==> src/rtl/sap2_pkg.sv <==
// Shared SAP-II W-bus definitions: source indices, default bus geometry
// and a helper for sizing source-index registers.
package sap2_pkg;

    localparam int SRC_PC  = 0;
    localparam int SRC_ACC = 1;
    localparam int SRC_MDR = 2;
    localparam int SRC_TMP = 3;
    localparam int SRC_B   = 4;
    localparam int SRC_C   = 5;
    localparam int SRC_ALU = 6;
    localparam int SRC_P1  = 7;
    localparam int SRC_P2  = 8;

    localparam int N_SRC_DEF    = 9;
    localparam int WIDTH_DEF    = 16;
    localparam int NARROW_W_DEF = 8;

    localparam logic [N_SRC_DEF-1:0] WIDE_MASK_DEF = 9'b0_0000_0001;

    // Index registers keep at least one bit so a single-source bus still elaborates.
    function automatic int ptr_width(input int n);
        return (n > 1) ? $clog2(n) : 1;
    endfunction

endpackage

==> src/rtl/wbus_rr_pick.sv <==
// Rotating-priority one-hot picker: the search begins just above ptr and
// wraps, so the first requester after ptr wins.
module wbus_rr_pick
    import sap2_pkg::*;
#(
    parameter int N     = N_SRC_DEF,
    parameter int PTR_W = ptr_width(N)
) (
    input  logic [N-1:0]     req,
    input  logic [PTR_W-1:0] ptr,
    output logic [N-1:0]     gnt,
    output logic [PTR_W-1:0] gnt_idx,
    output logic             any_req
);

    always_comb begin
        int   idx;
        logic found;
        gnt     = '0;
        gnt_idx = '0;
        found   = 1'b0;
        idx     = 0;
        for (int k = 1; k <= N; k++) begin
            idx = (int'(ptr) + k) % N;
            if (!found && req[idx]) begin
                found    = 1'b1;
                gnt[idx] = 1'b1;
                gnt_idx  = PTR_W'(idx);
            end
        end
    end

    assign any_req = |req;

endmodule

==> src/rtl/wbus_arbiter.sv <==
// W-bus source arbiter: fixed or round-robin selection, narrow-source masking,
// a bus keeper for idle cycles and a sticky contention log.
module wbus_arbiter
    import sap2_pkg::*;
#(
    parameter int               WIDTH     = WIDTH_DEF,
    parameter int               N_SRC     = N_SRC_DEF,
    parameter int               NARROW_W  = NARROW_W_DEF,
    parameter logic [N_SRC-1:0] WIDE_MASK = N_SRC'(WIDE_MASK_DEF),
    parameter int               MODE      = 0,
    parameter int               CNT_W     = 8
) (
    input  logic                   CLK,
    input  logic                   nCLR,
    input  logic [N_SRC*WIDTH-1:0] src_data,
    input  logic [N_SRC-1:0]       src_en,
    input  logic                   clr_err,
    output logic [WIDTH-1:0]       bus,
    output logic [N_SRC-1:0]       grant,
    output logic                   bus_err,
    output logic [N_SRC-1:0]       err_mask,
    output logic [CNT_W-1:0]       err_cnt
);

    localparam int               PTR_W       = ptr_width(N_SRC);
    localparam logic [PTR_W-1:0] PTR_TOP     = PTR_W'(N_SRC - 1);
    localparam logic [WIDTH-1:0] NARROW_MASK = {WIDTH{1'b1}} >> (WIDTH - NARROW_W);

    logic [WIDTH-1:0] keeper_q, keeper_d;
    logic [PTR_W-1:0] rr_ptr_q, rr_ptr_d;
    logic             bus_err_q, bus_err_d;
    logic [N_SRC-1:0] err_mask_q, err_mask_d;
    logic [CNT_W-1:0] err_cnt_q, err_cnt_d;

    logic [N_SRC-1:0] pick_gnt;
    logic [PTR_W-1:0] pick_idx;
    logic             any_req;
    logic [WIDTH-1:0] sel_word;
    logic             contention;

    if (MODE == 1) begin : g_rr
        wbus_rr_pick #(.N(N_SRC), .PTR_W(PTR_W)) u_pick (
            .req     (src_en),
            .ptr     (rr_ptr_q),
            .gnt     (pick_gnt),
            .gnt_idx (pick_idx),
            .any_req (any_req)
        );
    end else begin : g_fixed
        // Bit-reversed requests searched from just above the top index give highest-index-first.
        logic [N_SRC-1:0] req_rev;
        logic [N_SRC-1:0] gnt_rev;
        logic [PTR_W-1:0] idx_rev;

        for (genvar i = 0; i < N_SRC; i++) begin : g_rev
            assign req_rev[i]  = src_en[N_SRC-1-i];
            assign pick_gnt[i] = gnt_rev[N_SRC-1-i];
        end

        wbus_rr_pick #(.N(N_SRC), .PTR_W(PTR_W)) u_pick (
            .req     (req_rev),
            .ptr     (PTR_TOP),
            .gnt     (gnt_rev),
            .gnt_idx (idx_rev),
            .any_req (any_req)
        );

        assign pick_idx = PTR_TOP - idx_rev;
    end

    always_comb begin
        sel_word = src_data[int'(pick_idx)*WIDTH +: WIDTH];
        if (!WIDE_MASK[pick_idx]) begin
            sel_word = sel_word & NARROW_MASK;
        end
        bus = any_req ? sel_word : keeper_q;
    end

    assign grant      = pick_gnt;
    assign contention = ($countones(src_en) >= 2);

    // A clear coinciding with contention restarts the log with this cycle's event.
    always_comb begin
        keeper_d   = any_req ? bus : keeper_q;
        rr_ptr_d   = any_req ? pick_idx : rr_ptr_q;
        bus_err_d  = bus_err_q;
        err_mask_d = err_mask_q;
        err_cnt_d  = err_cnt_q;
        if (contention) begin
            bus_err_d = 1'b1;
            if (clr_err) begin
                err_cnt_d  = CNT_W'(1);
                err_mask_d = src_en;
            end else begin
                if (!bus_err_q) begin
                    err_mask_d = src_en;
                end
                if (!(&err_cnt_q)) begin
                    err_cnt_d = err_cnt_q + CNT_W'(1);
                end
            end
        end else if (clr_err) begin
            bus_err_d  = 1'b0;
            err_mask_d = '0;
            err_cnt_d  = '0;
        end
    end

    always_ff @(posedge CLK or negedge nCLR) begin
        if (!nCLR) begin
            keeper_q   <= '0;
            rr_ptr_q   <= PTR_TOP;
            bus_err_q  <= 1'b0;
            err_mask_q <= '0;
            err_cnt_q  <= '0;
        end else begin
            keeper_q   <= keeper_d;
            rr_ptr_q   <= rr_ptr_d;
            bus_err_q  <= bus_err_d;
            err_mask_q <= err_mask_d;
            err_cnt_q  <= err_cnt_d;
        end
    end

    assign bus_err  = bus_err_q;
    assign err_mask = err_mask_q;
    assign err_cnt  = err_cnt_q;

endmodule

==> config.mk <==
export PLATFORM = sky130hd
export DESIGN_NAME = wbus_arbiter
export DESIGN_NICKNAME = d
export VERILOG_FILES = /design/src/rtl/sap2_pkg.sv /design/src/rtl/wbus_rr_pick.sv /design/src/rtl/wbus_arbiter.sv
export SDC_FILE = /design/constraint.sdc
export NUM_CORES = 1
export LEC_CHECK = 0
export CORE_AREA = 2 2 92 94
export DETAILED_ROUTE_END_ITERATION = 6
export DIE_AREA = 0 0 94 96
export HOLD_SLACK_MARGIN = 0.1
export PLACE_DENSITY = 0.79
export SKIP_LAST_GASP = 1
export SLEW_MARGIN = 20
export SYNTH_ARGS = -nofsm -noshare
export SYNTH_HDL_FRONTEND = slang
export SYNTH_SLANG_ARGS = --single-unit
==> constraint.sdc <==
create_clock -name CLK -period 5.46 [get_ports CLK]
set_clock_uncertainty 0.2 [all_clocks]
set_input_delay 0.819 -clock CLK [delete_from_list [all_inputs] [get_ports CLK]]
set_output_delay 0.819 -clock CLK [all_outputs]
set_load 0.01 [all_outputs]
# [Word level (Yosys, flattened, before mapping)]
# Memory sizes are Yosys's and may differ from the RTL's.
# Index checks and enable logic that the tools add are counted.
[op_classes] addsub=10 order_cmp=2 eq_ne=2 n_shift=1 n_mux=38 reduce_logical=21
[op_table] operator="$shiftx A144 B9 Y16" count=1
[op_table] operator="$mux W9" count=5
[op_table] operator="$mux W8" count=5
[op_table] operator="$mux W16" count=2
[op_table] operator="$mux W3" count=5
[op_table] operator="$mux W1" count=13
[op_table] operator="$reduce_or A9 Y1" count=1
[op_table] operator="$add A1 B1 Y2" count=4
[op_table] operator="$add A8 B1 Y8 const B" count=1
[op_table] operator="$logic_and A1 B1 Y1" count=8
[op_table] operator="$logic_not A1 Y1" count=8
[op_table] operator="$mux W4" count=2
[op_table] operator="$reduce_and A8 Y1" count=1
[op_table] operator="$mux W7" count=1
[op_table] operator="$add A2 B2 Y3" count=2
[op_table] operator="$mux W2" count=3
[op_table] operator="$mux W6" count=1
[op_table] operator="$add A4 B1 Y5" count=1
[op_table] operator="$ge A5 B2 Y1 const B" count=1
[op_table] operator="$lt A4 B5 Y1 const B" count=1
[op_table] operator="$mux W5" count=1
[op_table] operator="$add A3 B3 Y4" count=1
[op_table] operator="$ne A2 B2 Y1 const B" count=2
[op_table] operator="$reduce_and A2 Y1" count=2
[op_table] operator="2 further kinds" count=2
[totals] regBits=34 mem_bits_ro=16 in_bits=156 output_inout_bits=43 wordCells=79 mem_count=1
[mem_list] memory="(name not given)" words=16 width=1 rd=1 rd_clocked_by_memory_dff=0 wr=0 line_no="wbus_arbiter.sv:73" rtl="if (!WIDE_MASK[pick_idx]) begin"

# [Longest topological paths before layout]
[depth] depth_word=30 ltp_mapped=13 ltp_nobuf=13

# [Cells and area by module]
# Synthesis repeated with hierarchy kept, for this count alone.
[hier_totals] hier_cells=1350 hier_area_um2=10385.0
[by_module_without_submodules] mod="wbus_rr_pick" instances=1 cells_per_inst=1125 area_each_um2=7637.3
[by_module_without_submodules] mod="wbus_arbiter" instances=1 cells_per_inst=225 area_each_um2=2747.6

# [Least setup slack after synthesis]
# No wires, ideal clock.
[synth_timing] path_type="in2out" from="input port src_en[8]" to="output port bus[6]" arrival_time_ns=3.866 t_required_ns=4.441 path_slack_ns=0.575 stages=13 path_cell_list="buf_4 -> nor4_4 -> and4b_4 -> nor2_4 -> buf_4 -> buf_2 -> ha_1 -> clkbuf_1 -> buf_1 -> clkbuf_1 -> mux4_2 -> nand2_1 -> a21oi_1"
[synth_via] elab_chain_cells=29
[synth_rtl] item="from (decl)" line_no="wbus_arbiter.sv:16" rtl="input logic [N_SRC-1:0] src_en,"
[synth_rtl] item="$mux W1" line_no="wbus_rr_pick.sv:25" rtl="if (!found && req[idx]) begin"
[synth_rtl] item="$logic_not A1 Y1" line_no="wbus_rr_pick.sv:25"
[synth_rtl] item="$logic_and A1 B1 Y1" line_no="wbus_rr_pick.sv:25"
[synth_rtl] item="$mux W1" line_no="wbus_rr_pick.sv:25"
[synth_rtl] item="$logic_not A1 Y1" line_no="wbus_rr_pick.sv:25"
[synth_rtl] item="$logic_and A1 B1 Y1" line_no="wbus_rr_pick.sv:25"
[synth_rtl] item="$mux W1" line_no="wbus_rr_pick.sv:25"
[synth_rtl] item="$logic_not A1 Y1" line_no="wbus_rr_pick.sv:25"
[synth_rtl] item="[... 13 more ...]"
[synth_rtl] item="$mux W1" line_no="wbus_rr_pick.sv:25"
[synth_rtl] item="$logic_not A1 Y1" line_no="wbus_rr_pick.sv:25"
[synth_rtl] item="$logic_and A1 B1 Y1" line_no="wbus_rr_pick.sv:25"
[synth_rtl] item="$mux W4" line_no="wbus_rr_pick.sv:25"
[synth_rtl] item="$sub A4 B4 Y4" line_no="wbus_arbiter.sv:68" rtl="assign pick_idx = PTR_TOP - idx_rev;"
[synth_rtl] item="$shiftx A144 B9 Y16" line_no="wbus_arbiter.sv:72" rtl="sel_word = src_data[int'(pick_idx)*WIDTH +: WIDTH];"
[synth_rtl] item="$mux W16" line_no="wbus_arbiter.sv:73"
[synth_rtl] item="$mux W16 *" line_no="wbus_arbiter.sv:76" rtl="bus = any_req ? sel_word : keeper_q;"
[synth_rtl] item="to (decl)" line_no="wbus_arbiter.sv:18" rtl="output logic [WIDTH-1:0] bus,"
# Mark *: on every way between the ends. The rest lies on a longest branch, timed or not.

# [Worst setup path after layout]
[layout_timing] from="input port src_en[5]" to="output port bus[1]"
[layout_via] elab_chain_cells=21
[layout_rtl] item="$logic_and A1 B1 Y1" line_no="wbus_rr_pick.sv:25"
[layout_rtl] item="$mux W1" line_no="wbus_rr_pick.sv:25"
[layout_rtl] item="$logic_not A1 Y1" line_no="wbus_rr_pick.sv:25"
[layout_rtl] item="$logic_and A1 B1 Y1" line_no="wbus_rr_pick.sv:25"
[layout_rtl] item="$mux W1" line_no="wbus_rr_pick.sv:25"
[layout_rtl] item="$logic_not A1 Y1" line_no="wbus_rr_pick.sv:25"
[layout_rtl] item="$logic_and A1 B1 Y1" line_no="wbus_rr_pick.sv:25"
[layout_rtl] item="$mux W1" line_no="wbus_rr_pick.sv:25"
[layout_rtl] item="[... 5 more ...]"
[layout_rtl] item="$mux W1" line_no="wbus_rr_pick.sv:25"
[layout_rtl] item="$logic_not A1 Y1" line_no="wbus_rr_pick.sv:25"
[layout_rtl] item="$logic_and A1 B1 Y1" line_no="wbus_rr_pick.sv:25"
[layout_rtl] item="$mux W4" line_no="wbus_rr_pick.sv:25"
[layout_rtl] item="$sub A4 B4 Y4" line_no="wbus_arbiter.sv:68"
[layout_rtl] item="$shiftx A144 B9 Y16" line_no="wbus_arbiter.sv:72"
[layout_rtl] item="$mux W16" line_no="wbus_arbiter.sv:73"
[layout_rtl] item="$mux W16 *" line_no="wbus_arbiter.sv:76"
# Marked as above.

==> impl_metrics.tcl <==
set metrics [dict create \
    outcome "complete, no violations" \
    p_per_area_nw_per_um2 214 \
    cts_root_buf "clkbuf_8" \
    max_slew_margin_pct 46.6 \
    clk_pin_slew_worst_paths_ns 0.07 \
    ctsHoldBuffers 0 \
    cp_num_cells 10 \
    wl_per_cell_um 17.4 \
    worst_pin_slew_ns 0.801 \
    cp_cell_sequence "clkdlybuf4s50_1 > nor4_4 > and4b_4 > nor3_1 > ha_2 > buf_4 > and3b_1 > a221oi_1 > a21oi_1 > clkdlybuf4s50_1" \
    finalNetCount 620 \
    yosysSeqAreaShare_pct 30.8 \
    cp_common_cell "clkdlybuf4s50_1" \
    max-cap-violations 0 \
    start_util_pct 34.3 \
    drc 0 \
    path_class "in2out" \
    via_per_inst 5.30 \
    crit_family "simple AND/OR/NAND/NOR gates" \
    pre_cts_ws_ns 0.0428 \
    hold_violations 0 \
    leakage_nw 2.06 \
    fillers 710 \
    io_pins 199 \
    cts_resized 0 \
    syn_inst 268 \
    pwr-share-seq_pct 32.3 \
    postRouteAntennaNets 0 \
    tns_ns 0 \
    ys_ff_latch 34 \
    switchingPower_w 0.000331 \
    firstDrtPassIters 4 \
    ff2ff_path_depth 6 \
    insertion_delay_ns 0.28 \
    reg2reg_from "err_cnt[0]$_DFFE_PN0P_" \
    clock_path_buffers 2 \
    start_kind "primary input" \
    synth_top_area_share_pct 30.8 \
    r2r_setup_slack_ns 3.33 \
    final_max_slew_viol_count 0 \
    drtIter0Drc 58 \
    multi_input_area_um2 1770 \
    core_area_um2 8050 \
    finalSetupViolCount 0 \
    min_path_type "reg2reg" \
    p_sw_share_pct 32.1 \
    grtUsageTotal_pct 20.5 \
    vias 2966 \
    grt_max_degree 35 \
    critPathBufInv 3 \
    htreeDepth 2 \
    crit_arrival_ns 4.20 \
    slowest_delay_ns 0.53 \
    die_w_um 94 \
    cts_tree "yes" \
    synth_warnings 0 \
    hold_start "err_mask[2]$_DFFE_PN0P_" \
    whs_path_depth 1 \
    fin_cells 560 \
    period_minus_slack_ns 5.22 \
    antenna_found_initial 0 \
    worst-path-max-fanout 8 \
    synth_ff_type "dfrtp_1" \
    area_delta_synth_final_pct 74.9 \
    combPwrFrac_pct 48.6 \
    p_clk_share_pct 19.0 \
    synth_edf_count 0 \
    holdPathEnd "err_mask[2]$_DFFE_PN0P_" \
    max-vdd-ir-drop_uv 127 \
    drt-total-wl_um 9730 \
    async_reset_ff_share_pct 100 \
    fmax_ghz 0.192 \
    port_buffers 182 \
    syn-cell-area_um2 2760 \
    r2r_end "err_cnt[6]$_DFFE_PN0P_" \
    slowest_stage "clkdlybuf4s50_1" \
    cp-end-kind "output port" \
    p_int_w 0.000702 \
    syn_area_per_cell_um2 10.3 \
    first_global_vias 2957 \
    synth_top_area_cell "dfrtp_1" \
    synth_commonest_cells "nor2_1 (36), dfrtp_1 (34), nand2_1 (31)" \
    cts-buffers-inserted 5 \
    place_congestion 0.816 \
    cts.sinks 34 \
    whs_ns 0.309 \
    yosysMostFrequentCell "nor2_1" \
    synth_top_cells_by_area "dfrtp_1 (31%), mux4_2 (20%), nor2_1 (4.9%)" \
    timing.final.crit_share_pct 95.6 \
    overflow 0 \
    row_count 33 \
    regArea_um2 851 \
    layout_setup_ws_ns 0.241 \
    antenna-diode-count 0 \
    die-area_um2 9020 \
    grt_pass1_wl_um 14200 \
    cts_setup_buffers 0 \
    drive_gt1_share_pct 12.5 \
    syn_nets 434 \
    crit_required_ns 4.44 \
    dpl.hpwl_um 7910 \
    die_y_um 96 \
    place_inst 552 \
    rsz0062_at_grt "no" \
    ys_types 42 \
]
-- area by class of cell --
| type | instances | area share (%) |
|---|---|---|
| Clock inverter | 2 | 0.259 |
| Sequential cell | 34 | 17.6 |
| Inverter | 13 | 1.01 |
| Clock buffer | 6 | 1.71 |
| Timing Repair Buffer | 195 | 39.9 |
| Tap cell | 105 | 2.72 |
| Multi-Input combinational cell | 205 | 36.7 |
-- flip-flops by register name, summed over array words and instances (netlist names) --
register / cells
keeper_q: 16
err_mask: 9
err_cnt: 8
bus_err: 1
-- power by group through the flow --
stage	clock network (W)	logic [W]	registers [W]
3_5_place_dp	0	0.000506	0.000338
2_1_floorplan	0	0.000222	0.000348
3_3_place_gp	0	0.000494	0.000337
6_report	0.000197	0.000502	0.000334
4_1_cts	0.000207	0.000508	0.000334
5_1_grt	0.000220	0.000545	0.000340
-- how the worst max path moves through the flow --
stage / from / end / slack, ns
4_1_cts: src_en[5] / bus[1] / 0.21
5_1_grt: src_en[5] / bus[1] / 0.05
3_5_place_dp: src_en[0] / err_cnt[6]$_DFFE_PN0P_ / 0.04
2_1_floorplan: src_en[8] / bus[6] / 0.57
6_report: src_en[5] / bus[1] / 0.24
3_3_place_gp: src_en[0] / err_cnt[6]$_DFFE_PN0P_ / 0.11
-- logic make-up (layout without fill, tap and decap cells) --
kind of cell / after synthesis / in the layout / synth area share [%]
multiplexers: 35 / 35 / 23.6
AO/OA/AOI/OAI: 59 / 59 / 16.4
AND/OR/NAND/NOR: 96 / 96 / 16.7
flip-flops: 34 / 34 / 30.8
buffers and inverters: 29 / 216 / 5.03
XOR/XNOR: 5 / 5 / 1.59
adder cells (fa/ha/maj): 10 / 10 / 5.90
-- layout by cell type, fill, tap and decap left out, types with 3 or more instances in the layout --
master,n
nand3_1,4
and2_1,3
clkdlybuf4s50_1,181
buf_4,12
nor3_1,3
nor2_1,36
a22oi_1,8
nand2_1,31
ha_1,4
a211o_1,8
dfrtp_1,34
mux2i_1,11
a21oi_1,19
xor2_1,4
a221oi_1,4
inv_1,13
a221oi_2,5
clkbuf_8,6
mux4_2,24
nand4_1,4
o21ai_0,3
fa_1,5
a22o_1,9
-- metrics by stage --
step	total power, W	util, %	instance area, um^2
2_1_floorplan	0.000571	-	2760
3_3_place_gp	0.000830	58.7	4730
3_5_place_dp	0.000844	58.7	4730
4_1_cts	0.00105	59.9	4820
5_1_grt	0.00110	59.9	4820
6_report	0.00103	59.9	4820
-- routing by layer --
metal,vias up,GRT usage (%),part of all wire (%)
met2,122,36.1,52
met3,10,6.19,7.4
met5,-,0,0
met4,0,5.68,1.4
met1,1457,24.2,39
li1,1377,-,-
Power figures use the tool's default switching activity.
==> patch 1: new RTL, same settings <==
`CNT_W`: 8 -> 6.
--- a/src/rtl/wbus_arbiter.sv
+++ b/src/rtl/wbus_arbiter.sv
@@ -9,5 +9,5 @@
     parameter logic [N_SRC-1:0] WIDE_MASK = N_SRC'(WIDE_MASK_DEF),
     parameter int               MODE      = 0,
-    parameter int               CNT_W     = 8
+    parameter int               CNT_W     = 6
 ) (
     input  logic                   CLK,
Ports: changed (resized err_cnt); port bits go from 199 to 197. No check against the original RTL was run, so the function may have changed too.
==> patch 1 against the original RTL <==
- sequential share of layout area is 0.60 points lower
- wire length is 3.1% lower
- highest routed layer unchanged
- largest cell class unchanged
- area after synthesis is 3.4% lower
- sequential cell count is 2 lower
- critical path depth stayed put
- setup slack better by 0.10 ns
- design area is 2.6% lower
- hold slack worse by 0.0015 ns
- total power is 1.7% higher
==> patch 1: results (changes against the original RTL) <==
synthesis.yosys.warnings: 0  # unchanged
r2r_setup_slack_ns: 3.49  # was 3.33 ns
n_diodes: 0  # unchanged
finish.net_count: 596  # was 620
count_of_input_and_output_buffers: 180  # was 182
critPathSlowestCell: "clkdlybuf4s50_1"  # unchanged
postRouteWirelength_um: 9430  # was 9730 um
number_of_global_route_vias_before_repair: 2857  # was 2957
cts-resized-gates: 0  # unchanged
run_status: "finished, final reports clean"  # unchanged
cellLeakagePower_uw: 0.00201  # was 0.00206 uW
overall_routing_resource_usage: 0.201  # was 0.205
first_pass_grt_wire_length_um: 13900  # was 14200 um
crit_family: "buffers and inverters"  # was simple AND/OR/NAND/NOR gates
globalplace.congestion: 0.814  # was 0.816
worstHoldPathCells: 2  # was 1
max-clock-path-buffers: 2  # unchanged
parity_gate_share_of_the_synthesized_area_counting_xor_and_xnor_cells: 0.0131  # was 0.0159
yosys.area_share.adder: 0.0610  # was 0.0590
drive_above_1_share: 0.128  # was 0.125
detailroute.via_count: 2747  # was 2966
placed_standard_cell_area_sq_um: 4570  # was 4730 sq um
synth_cell_type_count: 47  # was 42
worst_setup_path_endpoint: "bus[0]"  # was bus[1]
hold_class: "reg -> reg"  # unchanged
cp.arrival_ns: 4.10  # was 4.20 ns
r2r_end: "err_cnt[5]$_DFFE_PN0P_"  # was err_cnt[6]$_DFFE_PN0P_
final.hold.worst_slack_ns: 0.307  # was 0.309 ns
hold_path_startpoint: "keeper_q[12]$_DFFE_PN0N_"  # was err_mask[2]$_DFFE_PN0P_
drt-initial-drc-count: 91  # was 58
hold-path-endpoint: "keeper_q[12]$_DFFE_PN0N_"  # was err_mask[2]$_DFFE_PN0P_
clk_pin_slew_worst_setup_hold_paths_ns: 0.07  # about the same
largest_reg_flops: 16  # unchanged
most_instantiated_library_cell_after_synthesis: "dfrtp_1"  # was nor2_1
r2r_start: "err_cnt[0]$_DFFE_PN0P_"  # unchanged
pin_count_of_the_biggest_net_entering_global_routing: 42  # was 35
post_synth_mux_area_share: 0.237  # was 0.236
synth_top_cells_by_area: "dfrtp_1 (30%), mux4_2 (20%), nor2_1 (4.1%)"  # was dfrtp_1 (31%), mux4_2 (20%), nor2_1 (4.9%)
detailed_place_hpwl_um: 7520  # was 7910 um
antenna_found_initial: 0  # unchanged
die-area_sq_um: 9020  # unchanged
seq_area_frac_synth: 0.300  # was 0.308
synth_nets: 418  # was 434
relSlewSlack: 0.499  # was 0.466
crit_fanout: 41  # was 8
peak_supply_drop_mv: 0.113  # was 0.127 mV
synthesized_area_fraction_occupied_by_ao_oa_aoi_and_oai_cells: 0.182  # was 0.164
fill_cells: 682  # was 710
commonest_cells_post_synth: "dfrtp_1 (32), nor2_1 (29), mux4_2 (24)"  # was nor2_1 (36), dfrtp_1 (34), nand2_1 (31)
-- patch 1: cell count changes in the layout (fill, tap and decap cells not counted), sizes merged, moves of 3 or more --
cell / before / now
nand2: 31 / 22
buf: 14 / 9
nor2: 37 / 30
and3: 1 / 4
inv: 13 / 16
nand3: 4 / 1
-- patch 1: layer usage --
metal  share of wire  GRT usage  up-vias
met4          0.0054     0.0326        0
li1                -          -     1313
met2            0.54      0.371       96
met3           0.066     0.0548        4
met1            0.39      0.237     1334
met5               0          0        -
-- patch 1: kinds of logic after synthesis --
| logic type | after synthesis |
|---|---|
| AND/OR/NAND/NOR | 78 |
| AO/OA/AOI/OAI | 62 |
| buffers and inverters | 33 |
| multiplexers | 33 |
| flip-flops | 32 |
| adder cells (fa/ha/maj) | 10 |
| XOR/XNOR | 4 |
-- patch 1: worst reg2reg max path, delay by kind of cell, from the launching register on --
family                   cells  cell delay [ns]
XOR/XNOR                     1             0.15
adder cells (fa/ha/maj)      1             0.27
flip-flops                   1             0.45
AO/OA/AOI/OAI                1             0.39
AND/OR/NAND/NOR              3             0.40
-- patch 1: area by class of cell --
class	instances	share of cell area
clock buffers	7	0.0205
clock inverters	1	0.00639
inverters	16	0.0128
multi-input cells	187	0.364
flip-flops and latches	32	0.170
well taps	105	0.0279
repair buffers	188	0.398
-- patch 1: power by group --
group          switching, uW  leakage [uW]  total, uW  internal [uW]
Combinational            193       0.00153        481            288
Sequential              33.5      0.000414        316            282
Clock                   92.2     0.0000645        253            161
Total                    319       0.00201       1050            732
-- patch 1: stage by stage --
step                 util  total power (uW)  worst slack (ns)  instances
floorplan               -               549             0.650        252
global placement    0.568               791             0.225        528
detailed placement  0.568               806             0.148        528
CTS                 0.584              1070             0.296        536
global route        0.584              1110             0.125        536
finish              0.584              1050             0.341        536
==> patch 2: new RTL, config.mk and constraints unchanged <==
Made on the original files. Put one more register stage on the output `err_mask`. The value now appears one clock later. The other outputs are not delayed to match.
--- a/src/rtl/wbus_arbiter.sv
+++ b/src/rtl/wbus_arbiter.sv
@@ -124,5 +124,7 @@
 
     assign bus_err  = bus_err_q;
-    assign err_mask = err_mask_q;
+    always_ff @(posedge CLK) begin
+        err_mask <= err_mask_q;
+    end
     assign err_cnt  = err_cnt_q;
 
Check against the original RTL: not equivalent (a bounded check fails within 4 cycles, from zero or initial values).
==> patch 2 against the original RTL <==
- design area up 3.4%
- critical endpoint is now bus[5]
- critical path depth up 1
- wire length up 0.73%
- area after synthesis up 6.4%
- sequential cell count up 9
- total power up 9.2%
- core utilization up 2.0 points
- setup slack worse by 0.012 ns
- synthesized cell count up 3.4%
==> patch 2: results (changes against the original RTL) <==
detailed_place_hpwl_um: 8240  # was 7910 um
nNonClkBuffers: 192  # was 195
hold_fix_buffer_count_after_cts: 0  # unchanged
worstHoldPathCells: 0  # was 1
fill_cells: 667  # was 710
gr-usage-met1: 0.250  # was 0.242
seq_area_frac_synth: 0.351  # was 0.308
multi_input_comb_cells: 202  # was 205
slowest_delay_ns: 0.71  # was 0.53 ns
synth_area_per_cell_sq_um: 10.6  # was 10.3 sq um
relSlewSlack: 0.472  # was 0.466
number_of_global_route_vias_before_repair: 3046  # was 2957
met1_length_um: 3640  # was 3790 um
num-clock-buffers: 5  # was 6
hold_path_startpoint: "err_mask_q[0]$_DFFE_PN0P_"  # was err_mask[2]$_DFFE_PN0P_
synth_top_cells_by_area: "dfrtp_1 (29%), mux4_2 (18%), dfxtp_1 (6.1%)"  # was dfrtp_1 (31%), mux4_2 (20%), nor2_1 (4.9%)
met3_usage: 0.0611  # was 0.0619
r2r_end: "err_cnt[4]$_DFFE_PN0P_"  # was err_cnt[6]$_DFFE_PN0P_
run_status: "finished, final reports clean"  # unchanged
finish.net_count: 625  # was 620
wl_met3_um: 733  # was 722 um
peak_supply_drop_mv: 0.141  # was 0.127 mV
cp.arrival_ns: 4.21  # was 4.20 ns
drt_first_pass_iters: 6  # was 4
layout.nonclk_buf_frac: 0.382  # was 0.399
synthesis.yosys.warnings: 0  # unchanged
timing.fmax_mhz: 191  # was 192 MHz
pin_count_of_the_biggest_net_entering_global_routing: 42  # was 35
placed_standard_cell_area_sq_um: 4890  # was 4730 sq um
commonest_cells_post_synth: "dfrtp_1 (34), nor2_1 (31), nand2_1 (30)"  # was nor2_1 (36), dfrtp_1 (34), nand2_1 (31)
crit_fanout: 41  # was 8
postRouteWirelength_um: 9800  # was 9730 um
overall_routing_resource_usage: 0.211  # was 0.205
wl_met2_um: 5120  # was 5080 um
cellLeakagePower_uw: 0.00214  # was 0.00206 uW
sequential_cell_area_sq_um: 1030  # was 851 sq um
inverters: 15  # was 13
drive_above_1_share: 0.117  # was 0.125
ys_async_rst_share: 0.791  # was 1.00
fin_cells: 565  # was 560
worst_setup_path_endpoint: "bus[5]"  # was bus[1]
synth_cell_type_count: 43  # was 42
pre_cts_ws_ns: 0.250  # was 0.0428 ns
clk_pin_slew_worst_setup_hold_paths_ns: 0.09  # was 0.07 ns
crit_family: "buffers and inverters"  # was simple AND/OR/NAND/NOR gates
synth_nets: 443  # was 434
layout.clock.cell_area_share: 0.0191  # was 0.0197
globalplace.congestion: 0.896  # was 0.816
use_met2: 0.368  # was 0.361
hold-path-endpoint: "err_mask[0]$_DFF_P_"  # was err_mask[2]$_DFFE_PN0P_
numPlacedInstances: 557  # was 552
r2r_setup_slack_ns: 3.60  # was 3.33 ns
vias_per_cell: 5.29  # was 5.30
drt-initial-drc-count: 140  # was 58
## patch 2: changes by cell type in the layout (fill, tap and decap cells not counted), sizes merged, moves of 3 or more
cell | before | now
nand3 | 4 | 7
nand4 | 4 | 1
nor2 | 37 | 32
dfxtp | 0 | 9
buf | 14 | 11
o211a | 0 | 3
xor2 | 4 | 1
inv | 13 | 17
## patch 2: power by group
part / switching, uW / total (uW) / internal (uW)
logic: 195 / 490 / 294
registers: 35.2 / 423 / 387
clock network: 121 / 215 / 94.2
total: 352 / 1130 / 776
## patch 2: kinds of logic after synthesis
logic type / share of synthesized area
AO/OA/AOI/OAI: 0.162
adder cells (fa/ha/maj): 0.0554
AND/OR/NAND/NOR: 0.160
buffers and inverters: 0.0473
multiplexers: 0.215
flip-flops: 0.351
XOR/XNOR: 0.00895
## patch 2: through the flow
step,hold WS [ns],util
finish,0.185,0.619
global route,0.200,0.619
CTS,0.187,0.619
detailed placement,0.153,0.608
global placement,0.166,0.608
floorplan,0.148,-
